`src/rtl/mem_port_arbiter.sv`:
```
// N-channel request latch, arbiter and byte-serial RAM port sequencer.
// Reads are drained through a latency pipe; flush aborts reads only.
module mem_port_arbiter #(
    parameter  int NCH       = 3,
    parameter  int ADR_W     = 17,
    parameter  int DAT_W     = 32,
    parameter  int RD_LAT    = 1,
    parameter  int PRIO_MODE = 0,
    localparam int NB        = DAT_W / 8,
    localparam int LEN_W     = $clog2(NB) + 1,
    localparam int CH_W      = (NCH > 1) ? $clog2(NCH) : 1
) (
    input  logic                   clk,
    input  logic                   rst,
    input  logic [NCH-1:0]         req_i,
    input  logic [NCH-1:0]         rw_i,
    input  logic [NCH*LEN_W-1:0]   len_i,
    input  logic [NCH*ADR_W-1:0]   adr_i,
    input  logic [NCH*DAT_W-1:0]   wdat_i,
    input  logic                   flush_i,
    output logic [NCH-1:0]         done_o,
    output logic [NCH*DAT_W-1:0]   rdat_o,
    output logic                   busy_o,
    output logic [ADR_W-1:0]       ram_adr_o,
    output logic [7:0]             ram_dat_o,
    output logic                   ram_rwen_o,
    input  logic [7:0]             ram_dat_i
);

    typedef enum logic [1:0] {
        S_IDLE  = 2'd0,
        S_XFER  = 2'd1,
        S_DRAIN = 2'd2
    } state_t;

    state_t r_state;
    state_t w_state_nxt;

    logic [NCH-1:0]       r_pend;
    logic [NCH-1:0]       r_rw;
    logic [NCH-1:0]       r_done;
    logic [LEN_W-1:0]     r_len  [NCH];
    logic [ADR_W-1:0]     r_adr  [NCH];
    logic [DAT_W-1:0]     r_wdat [NCH];
    logic [NCH*DAT_W-1:0] r_rdat;
    logic [CH_W-1:0]      r_cur;
    logic [CH_W-1:0]      r_last;
    logic [LEN_W-1:0]     r_k;
    logic [LEN_W-1:0]     r_cap;
    logic [DAT_W-1:0]     r_buf;
    logic [RD_LAT-1:0]    r_vpipe;

    logic [NCH-1:0]       w_pend_eff;
    logic [NCH-1:0]       w_active;
    logic [LEN_W-1:0]     w_len_in [NCH];
    logic                 w_grant_any;
    logic [CH_W-1:0]      w_grant_ch;
    logic                 w_cur_rw;
    logic [LEN_W-1:0]     w_cur_len;
    logic [ADR_W-1:0]     w_cur_adr;
    logic [DAT_W-1:0]     w_cur_wdat;
    logic                 w_busy;
    logic                 w_last_beat;
    logic                 w_abort;
    logic                 w_issue;
    logic                 w_cap;
    logic                 w_cap_last;
    logic [DAT_W-1:0]     w_buf_nxt;

    for (genvar g = 0; g < NCH; g++) begin : g_ch
        logic [LEN_W-1:0] w_raw;
        assign w_raw = len_i[g*LEN_W +: LEN_W];
        assign w_len_in[g] = (w_raw == '0 || w_raw > LEN_W'(NB))
                           ? LEN_W'(NB) : w_raw;
        assign w_active[g] = w_busy && (r_cur == CH_W'(g));
    end

    assign w_busy      = (r_state != S_IDLE);
    assign w_cur_rw    = r_rw[r_cur];
    assign w_cur_len   = r_len[r_cur];
    assign w_cur_adr   = r_adr[r_cur];
    assign w_cur_wdat  = r_wdat[r_cur];
    assign w_pend_eff  = flush_i ? (r_pend & r_rw) : r_pend;
    assign w_last_beat = (r_k == w_cur_len - 1'b1);
    assign w_abort     = flush_i && w_busy && !w_cur_rw;
    assign w_issue     = (r_state == S_XFER) && !w_cur_rw && !w_abort;
    assign w_cap       = r_vpipe[RD_LAT-1];
    assign w_cap_last  = w_cap && (r_cap == w_cur_len - 1'b1);
    assign w_buf_nxt   = r_buf | (DAT_W'(ram_dat_i) << {r_cap, 3'b000});

    always_comb begin
        w_grant_any = 1'b0;
        w_grant_ch  = '0;
        if (PRIO_MODE != 0) begin
            for (int i = NCH - 1; i >= 0; i--) begin
                if (w_pend_eff[i]) begin
                    w_grant_any = 1'b1;
                    w_grant_ch  = CH_W'(i);
                end
            end
        end else begin
            // Walk backwards so the nearest channel after r_last wins.
            for (int i = NCH; i >= 1; i--) begin
                if (w_pend_eff[(int'(r_last) + i) % NCH]) begin
                    w_grant_any = 1'b1;
                    w_grant_ch  = CH_W'((int'(r_last) + i) % NCH);
                end
            end
        end
    end

    always_comb begin
        w_state_nxt = r_state;
        case (r_state)
            S_IDLE: begin
                if (w_grant_any) w_state_nxt = S_XFER;
            end
            S_XFER: begin
                if (w_abort)
                    w_state_nxt = S_IDLE;
                else if (w_last_beat)
                    w_state_nxt = w_cur_rw ? S_IDLE : S_DRAIN;
            end
            S_DRAIN: begin
                if (w_abort || w_cap_last) w_state_nxt = S_IDLE;
            end
            default: w_state_nxt = S_IDLE;
        endcase
    end

    always_ff @(posedge clk or posedge rst) begin
        if (rst) r_state <= S_IDLE;
        else     r_state <= w_state_nxt;
    end

    always_ff @(posedge clk or posedge rst) begin
        if (rst) begin
            r_pend  <= '0;
            r_rw    <= '0;
            r_done  <= '0;
            r_rdat  <= '0;
            r_cur   <= '0;
            r_last  <= CH_W'(NCH - 1);
            r_k     <= '0;
            r_cap   <= '0;
            r_buf   <= '0;
            r_vpipe <= '0;
            for (int c = 0; c < NCH; c++) begin
                r_len[c]  <= '0;
                r_adr[c]  <= '0;
                r_wdat[c] <= '0;
            end
        end else begin
            r_done <= '0;
            for (int c = 0; c < NCH; c++) begin
                if (req_i[c] && !r_pend[c] && !w_active[c] &&
                    !(flush_i && !rw_i[c])) begin
                    r_pend[c] <= 1'b1;
                    r_rw[c]   <= rw_i[c];
                    r_len[c]  <= w_len_in[c];
                    r_adr[c]  <= adr_i[c*ADR_W +: ADR_W];
                    r_wdat[c] <= wdat_i[c*DAT_W +: DAT_W];
                end else if ((flush_i && !r_rw[c]) ||
                             (r_state == S_IDLE && w_grant_any &&
                              w_grant_ch == CH_W'(c))) begin
                    r_pend[c] <= 1'b0;
                end
            end
            case (r_state)
                S_IDLE: begin
                    if (w_grant_any) begin
                        r_cur   <= w_grant_ch;
                        r_last  <= w_grant_ch;
                        r_k     <= '0;
                        r_cap   <= '0;
                        r_buf   <= '0;
                        r_vpipe <= '0;
                    end
                end
                default: begin
                    if (r_state == S_XFER) r_k <= r_k + 1'b1;
                    // Each issued read beat surfaces RD_LAT cycles later.
                    if (w_abort) r_vpipe <= '0;
                    else r_vpipe <= (r_vpipe << 1) | RD_LAT'(w_issue);
                    if (w_cap) begin
                        r_buf <= w_buf_nxt;
                        r_cap <= r_cap + 1'b1;
                    end
                    if (r_state == S_XFER && w_cur_rw && w_last_beat)
                        r_done[r_cur] <= 1'b1;
                    if (r_state == S_DRAIN && w_cap_last && !w_abort) begin
                        r_done[r_cur] <= 1'b1;
                        r_rdat[int'(r_cur)*DAT_W +: DAT_W] <= w_buf_nxt;
                    end
                end
            endcase
        end
    end

    assign done_o     = r_done;
    assign rdat_o     = r_rdat;
    assign busy_o     = w_busy;
    assign ram_rwen_o = (r_state == S_XFER) && w_cur_rw;
    assign ram_adr_o  = (r_state == S_XFER) ? w_cur_adr + ADR_W'(r_k) : '0;
    assign ram_dat_o  = ram_rwen_o ? w_cur_wdat[{r_k, 3'b000} +: 8] : 8'h00;

endmodule

```
`config.mk`:
```
export PLATFORM = sky130hd
export DESIGN_NAME = mem_port_arbiter
export DESIGN_NICKNAME = d
export VERILOG_FILES = /design/src/rtl/mem_port_arbiter.sv
export SDC_FILE = /design/constraint.sdc
export NUM_CORES = 1
export LEC_CHECK = 0
export ABC_AREA = 1
export ABC_CLOCK_PERIOD_IN_PS = 10100
export CAP_MARGIN = 25
export CELL_PAD_IN_SITES_DETAIL_PLACEMENT = 2
export CELL_PAD_IN_SITES_GLOBAL_PLACEMENT = 2
export CORE_AREA = 2 2 240 242
export CTS_CLUSTER_DIAMETER = 80
export DETAILED_ROUTE_END_ITERATION = 8
export DIE_AREA = 0 0 242 244
export PLACE_DENSITY = 0.82
export SYNTH_ARGS = -nofsm -noshare
export SYNTH_HDL_FRONTEND = slang
export SYNTH_SLANG_ARGS = --single-unit
```
`constraint.sdc`:
```
create_clock -name clk -period 10.1 [get_ports clk]
set_input_delay 2.02 -clock clk [delete_from_list [all_inputs] [get_ports clk]]
set_output_delay 2.02 -clock clk [all_outputs]
set_load 0.01 [all_outputs]
```
---- After elaboration in Yosys (flattened, before gate mapping) ----
Index checks and enable logic that the tools add are counted.
storage, ports and cells
  register bits after elaboration ......... 306
  input bits .............................. 173
  output and inout bits ................... 126
  word-level logic and storage cells ...... 199
operators by class
  add/sub/neg operators ................... 8
  div/mod/pow operators ................... 3
  magnitude comparators ................... 9
  equal/unequal tests ..................... 11
  shift operators ......................... 4
  multiplexer cells ....................... 62
  bitwise logic cells ..................... 5
  reduce and logical (&&, ||, !) cells .... 73
operator list
  operator                                                number
  2-to-1 mux 32 bit                                       5
  bitwise mux 96 bit                                      1
  < comparator 32 x 4 -> 1 bit, second input constant     3
  modulo 32 x 3 -> 32 bit, second input constant          3
  variable shift 32 x 33 -> 96 bit, first input constant  1
  indexed part select 32 x 33 -> 96 bit                   1
  binary-select mux 32 bit (select 2 bit)                 1
  2-to-1 mux 17 bit                                       3
  2-to-1 mux 3 bit                                        15
  binary-select mux 17 bit (select 2 bit)                 1
  negator 7 -> 33 bit                                     1
  logical AND 1 bit                                       32
  OR 32 bit                                               1
  indexed part select 32 x 7 -> 8 bit                     1
  << shifter 8 x 6 -> 32 bit                              1
  2-to-1 mux 1 bit                                        20
  adder 17 x 3 -> 17 bit                                  1
  logical NOT 1 bit                                       17
  2-to-1 mux 2 bit                                        8
  nonzero test 2 bit                                      6
  > comparator 3 bit, second input constant               3
  logical NOT 3 bit                                       3
  binary-select mux 1 bit (select 2 bit)                  4
  2-to-1 mux 8 bit                                        1
  23 further kinds                                        42

---- Depth between registers and ports, before layout ----
  word-level depth ........................ 13
  mapped depth ............................ 18
  gate-level depth less buffers ........... 16

---- Worst setup path after synthesis ----
OpenSTA, ideal clock, no wires.
  path type ............................... reg2out
  start ................................... register r_cur[0]
  end ..................................... output ram_adr_o[16]
  data arrival time ....................... 2.831 ns
  data required time ...................... 8.080 ns
  slack ................................... 5.249 ns
  stages on the path, launching flop included .. 18
  buffers on the path ..................... 2
  cells stage by stage .................... dfrtp_1 > inv_2 > clkbuf_1 > buf_1 > a21oi_1 > o21ai_0 > o21ai_0 > ha_1 > fa_1 > nand2_1 > nand2_1 > nand2_1 > inv_1 > nand2_1 > inv_2 > nand3b_1 > nand2_1 > nor2_1
on the way
  longest elaborated chain between the ends .. 6
ends and longest elaborated chain
  what                                                  RTL line  source
  from (decl)                                           46        logic [CH_W-1:0] r_cur;
  from (signal assigned)                                172       r_cur <= w_grant_ch;
  inverter 2 -> 3 bit (not written as such)             81        assign w_cur_adr = r_adr[r_cur];
  binary-select mux 17 bit (select 2 bit)               81
  2-to-1 mux 17 bit (not written as such) (2 in a row)  81
  adder 17 x 3 -> 17 bit                                204       assign ram_adr_o = (r_state == S_XFER) ? w_cur_adr + ADR_W'(r_k) : '0;
  2-to-1 mux 17 bit                                     204
  to (decl)                                             24        output logic [ADR_W-1:0] ram_adr_o,
No other way between the ends. The select of a mux whose other input is x is not followed.

---- Worst setup path in the final report ----
  start ................................... register r_cur[1]
  end ..................................... output ram_adr_o[15]
The elaborated chain is that of the path after synthesis.

==> summary.md <==
| Metric | Value |
|---|---|
| Nets | 2365 |
| Hold WC Path Type | reg2reg |
| Initial antenna violation count | 2 |
| Met2 Use GR | 36.8% |
| First-pass GRT wire length | 93500 um |
| Final instance area | 20100 um2 |
| Worst Skew | 0.0203 ns |
| Number of synthesized register bits | 305 |
| Core area | 56200 um2 |
| Number of distinct library cells after synthesis | 42 |
| TritonCTS clock tree | done |
| Final GP Congestion | 0.859 |
| Total grt overflow | 0 |
| RSZ-0062 raised after global routing | false |
| Synth-to-Final Area Change | 32.9% |
| Initial core utilization | 26.9% |
| Row count | 87 |
| Routed vias | 14000 |
| Grt met1 use | 24.8% |
| Detail Route Antenna Nets | 0 |
| Synth area leader | dfrtp_1 |
| GR peak layer | met2 |
| Worst path arrival time | 4.50 ns |
| Fin. max-slew vios | 0 |
| Cell Chain, Critical Path | buf_4 > inv_4 > nor2_4 > inv_4 > o21ai_0 > ha_1 > nand3_1 > nand3_1 > nand2_1 > nor2_2 > nand2_1 > nor2_2 > nand2_1 > nand2_1 > nand2_1 > nor2_1 > clkdlybuf4s50_1 |
| Synth Warn # | 0 |
| Worst hold slack | 0.483 ns |
| Root Buffer | clkbuf_16 |
| Slew HR | 38.2% |
| Clock sink count | 305 |
| Int Power | 0.00311 W |
| Post-synthesis cell area | 15100 um2 |
| Crit Path Class | reg2out |
| Tightest Pin Transition | 0.923 ns |
| Max_cap viols | 0 |
| PD cells | 269 nW/um2 |
| Die height | 244 um |
| Vias per cell | 4.74 |
| Dpl cell area | 18700 um2 |
| Port-buffer cells | 298 |
| Worst-path clk slew | 0.05 ns |
| Most used cell, CP | nand2_1 |
| Most common cell after layout, fill and taps aside | nand2_1 |
| Largest net degree at the start of global routing | 85 |
| Register share of total power | 32.8% |
| Crit path required time | 8.08 ns |
| Hold Violations, Final | 0 |
| Mapped Cells | 1914 |
| Post-CTS setup buffers | 0 |
| Boundary Pins | 299 |
| CP max stage delay | 0.56 ns |
| Combinational Power Share | 41.0% |
| Syn Area/Cell | 7.89 um2 |
| Detailed Route WL | 60200 um |
| CP max-delay cell | clkdlybuf4s50_1 |
| Layout cell share with drive strength beyond 1 | 9.22% |
| DRC Markers | 0 |
| Drt pass-1 iters | 4 |
| Leak | 9.36 nW |
| Setup TNS | 0 ns |
| Most frequent cells in the layout | 701 x nand2_1, 303 x dfrtp_1, 298 x clkdlybuf4s50_1 |
| Die X | 242 um |
| Worst setup EP type | output port |
| Bufs on Longest Clock Path | 3 |
| GRT met3 Usage | 2.95% |
| Clk pwr share | 26.3% |
| Htree depth | 2 |
| Outcome | complete, no violations |
| DP Wirelength | 43800 um |
| Die area | 59000 um2 |
| WL/cell | 20.4 um |
| Number of DRC markers in iteration 0 | 704 |
| Sequential area share after synthesis | 50.6% |
| PostCTS Resize Cnt | 0 |
| Period minus WS final | 6.52 ns |
| Flop-to-flop setup slack | 6.23 ns |
| Max Fclk | 0.153 GHz |
| Worst-Skew Late Latency | 0.56 ns |
| CTS Hold Bufs | 0 |
| Vias in the first global route | 15700 |
| Largest vdd supply drop | 133 uV |
| Synth Net Count | 2105 |
| Sw Share | 42.5% |
| Setup violators final | 0 |
| Total GRT Usage | 20.3% |
| CP Launch Type | flip-flop |
| Number of buffers created by CTS | 40 |
| Yosys top cell area share | 50.4% |
| Final critical-path share of the clock period | 64.6% |
| CP max FO | 55 |
| Psw | 0.00229 W |
| Synth area leaders | dfrtp_1 50%, nand2_1 17%, o21ai_0 4.8% |
-- registers in the layout, indices dropped and copies added (netlist names) --
register / cells
done_o: 3
r_adr: 51
r_buf: 32
r_cap: 3
r_cur: 2
r_k: 3
r_last: 1
r_len: 9
r_pend: 3
r_rw: 3
r_state: 2
r_vpipe: 1
r_wdat: 96
rdat_o: 96
-- critical path: cells and delay by family (launching register included) --
kind | cells | cell delay (ns)
compound gates | 1 | 0.36
fa+ha+maj | 1 | 0.20
buf+inv | 4 | 1.56
flops | 1 | 0.34
simple gates | 11 | 1.44
-- stage by stage --
step                setup slack [ns]  util (%)  power [W]  instances
detailed placement              4.21      33.3    0.00398       2885
floorplan                       4.02         -    0.00308       1914
global route                    3.35      35.7    0.00578       2959
CTS                             3.59      35.6    0.00546       2955
finish                          3.58      35.7    0.00540       2959
global placement                4.40      33.2    0.00383       2881
-- power by group through the flow --
stage	logic, W	clock network (W)	registers, W
3_3_place_gp	0.00207	0	0.00176
5_1_grt	0.00246	0.00151	0.00180
6_report	0.00221	0.00142	0.00177
3_5_place_dp	0.00219	0	0.00178
4_1_cts	0.00223	0.00146	0.00177
2_1_floorplan	0.00137	0	0.00171
-- layer usage --
metal,routed length (um),vias to the layer above,share of wire [%]
met3,2300,82,3.8
met5,8,-,0.013
met2,30700,302,51
met4,1550,2,2.6
met1,25700,7082,43
li1,-,6544,-
-- Yosys cell counts, drive strengths merged --
master / number
o211ai: 1
o31ai: 4
clkinv: 2
and2: 2
buf: 44
a22oi: 2
o21a: 1
nand4: 3
inv: 187
nor3: 10
fa: 1
a211oi: 8
xnor2: 3
o21bai: 2
dfstp: 1
dfrtp: 304
o22ai: 1
clkbuf: 61
nand2: 704
a21oi: 89
xor2: 4
ha: 17
o21ai: 260
nand3: 88
nor2: 110
nand3b: 2
or2: 3
-- path summary, 6_finish.rpt --
check | start | cells past startpoint | to
worst max-delay path | r_cur[1] | 17 | ram_adr_o[15]
worst min register to register | rdat_o[42] | 2 | rdat_o[42]
min in group asynchronous | rst | 2 | rdat_o[31]
max in group asynchronous | rst | 5 | r_wdat[84]
worst min-delay path | rdat_o[42] | 2 | rdat_o[42]
worst max register to register | r_cur[1] | 15 | rdat_o[54]
-- layout make-up --
class                   instances  area (um2)
diodes                          1        2.50
clock buffers                  56        1160
clock inverters                14         140
fillers                      6386       36100
inverters                     189         718
multi-input cells            1315        6200
flip-flops and latches        305        7630
well taps                     756         946
repair buffers                323        3250
-- logic make-up (layout without fill, tap and decap cells) --
kind of cell | after synthesis | in the layout | synth area share (%)
xor+xnor | 7 | 7 | 0.406
buf+inv | 294 | 582 | 8.56
other cells | 0 | 1 | 0
compound gates | 368 | 368 | 14.5
simple gates | 922 | 922 | 24.4
flops | 305 | 305 | 50.6
fa+ha+maj | 18 | 18 | 1.54
(Power assumes the default switching activity.)
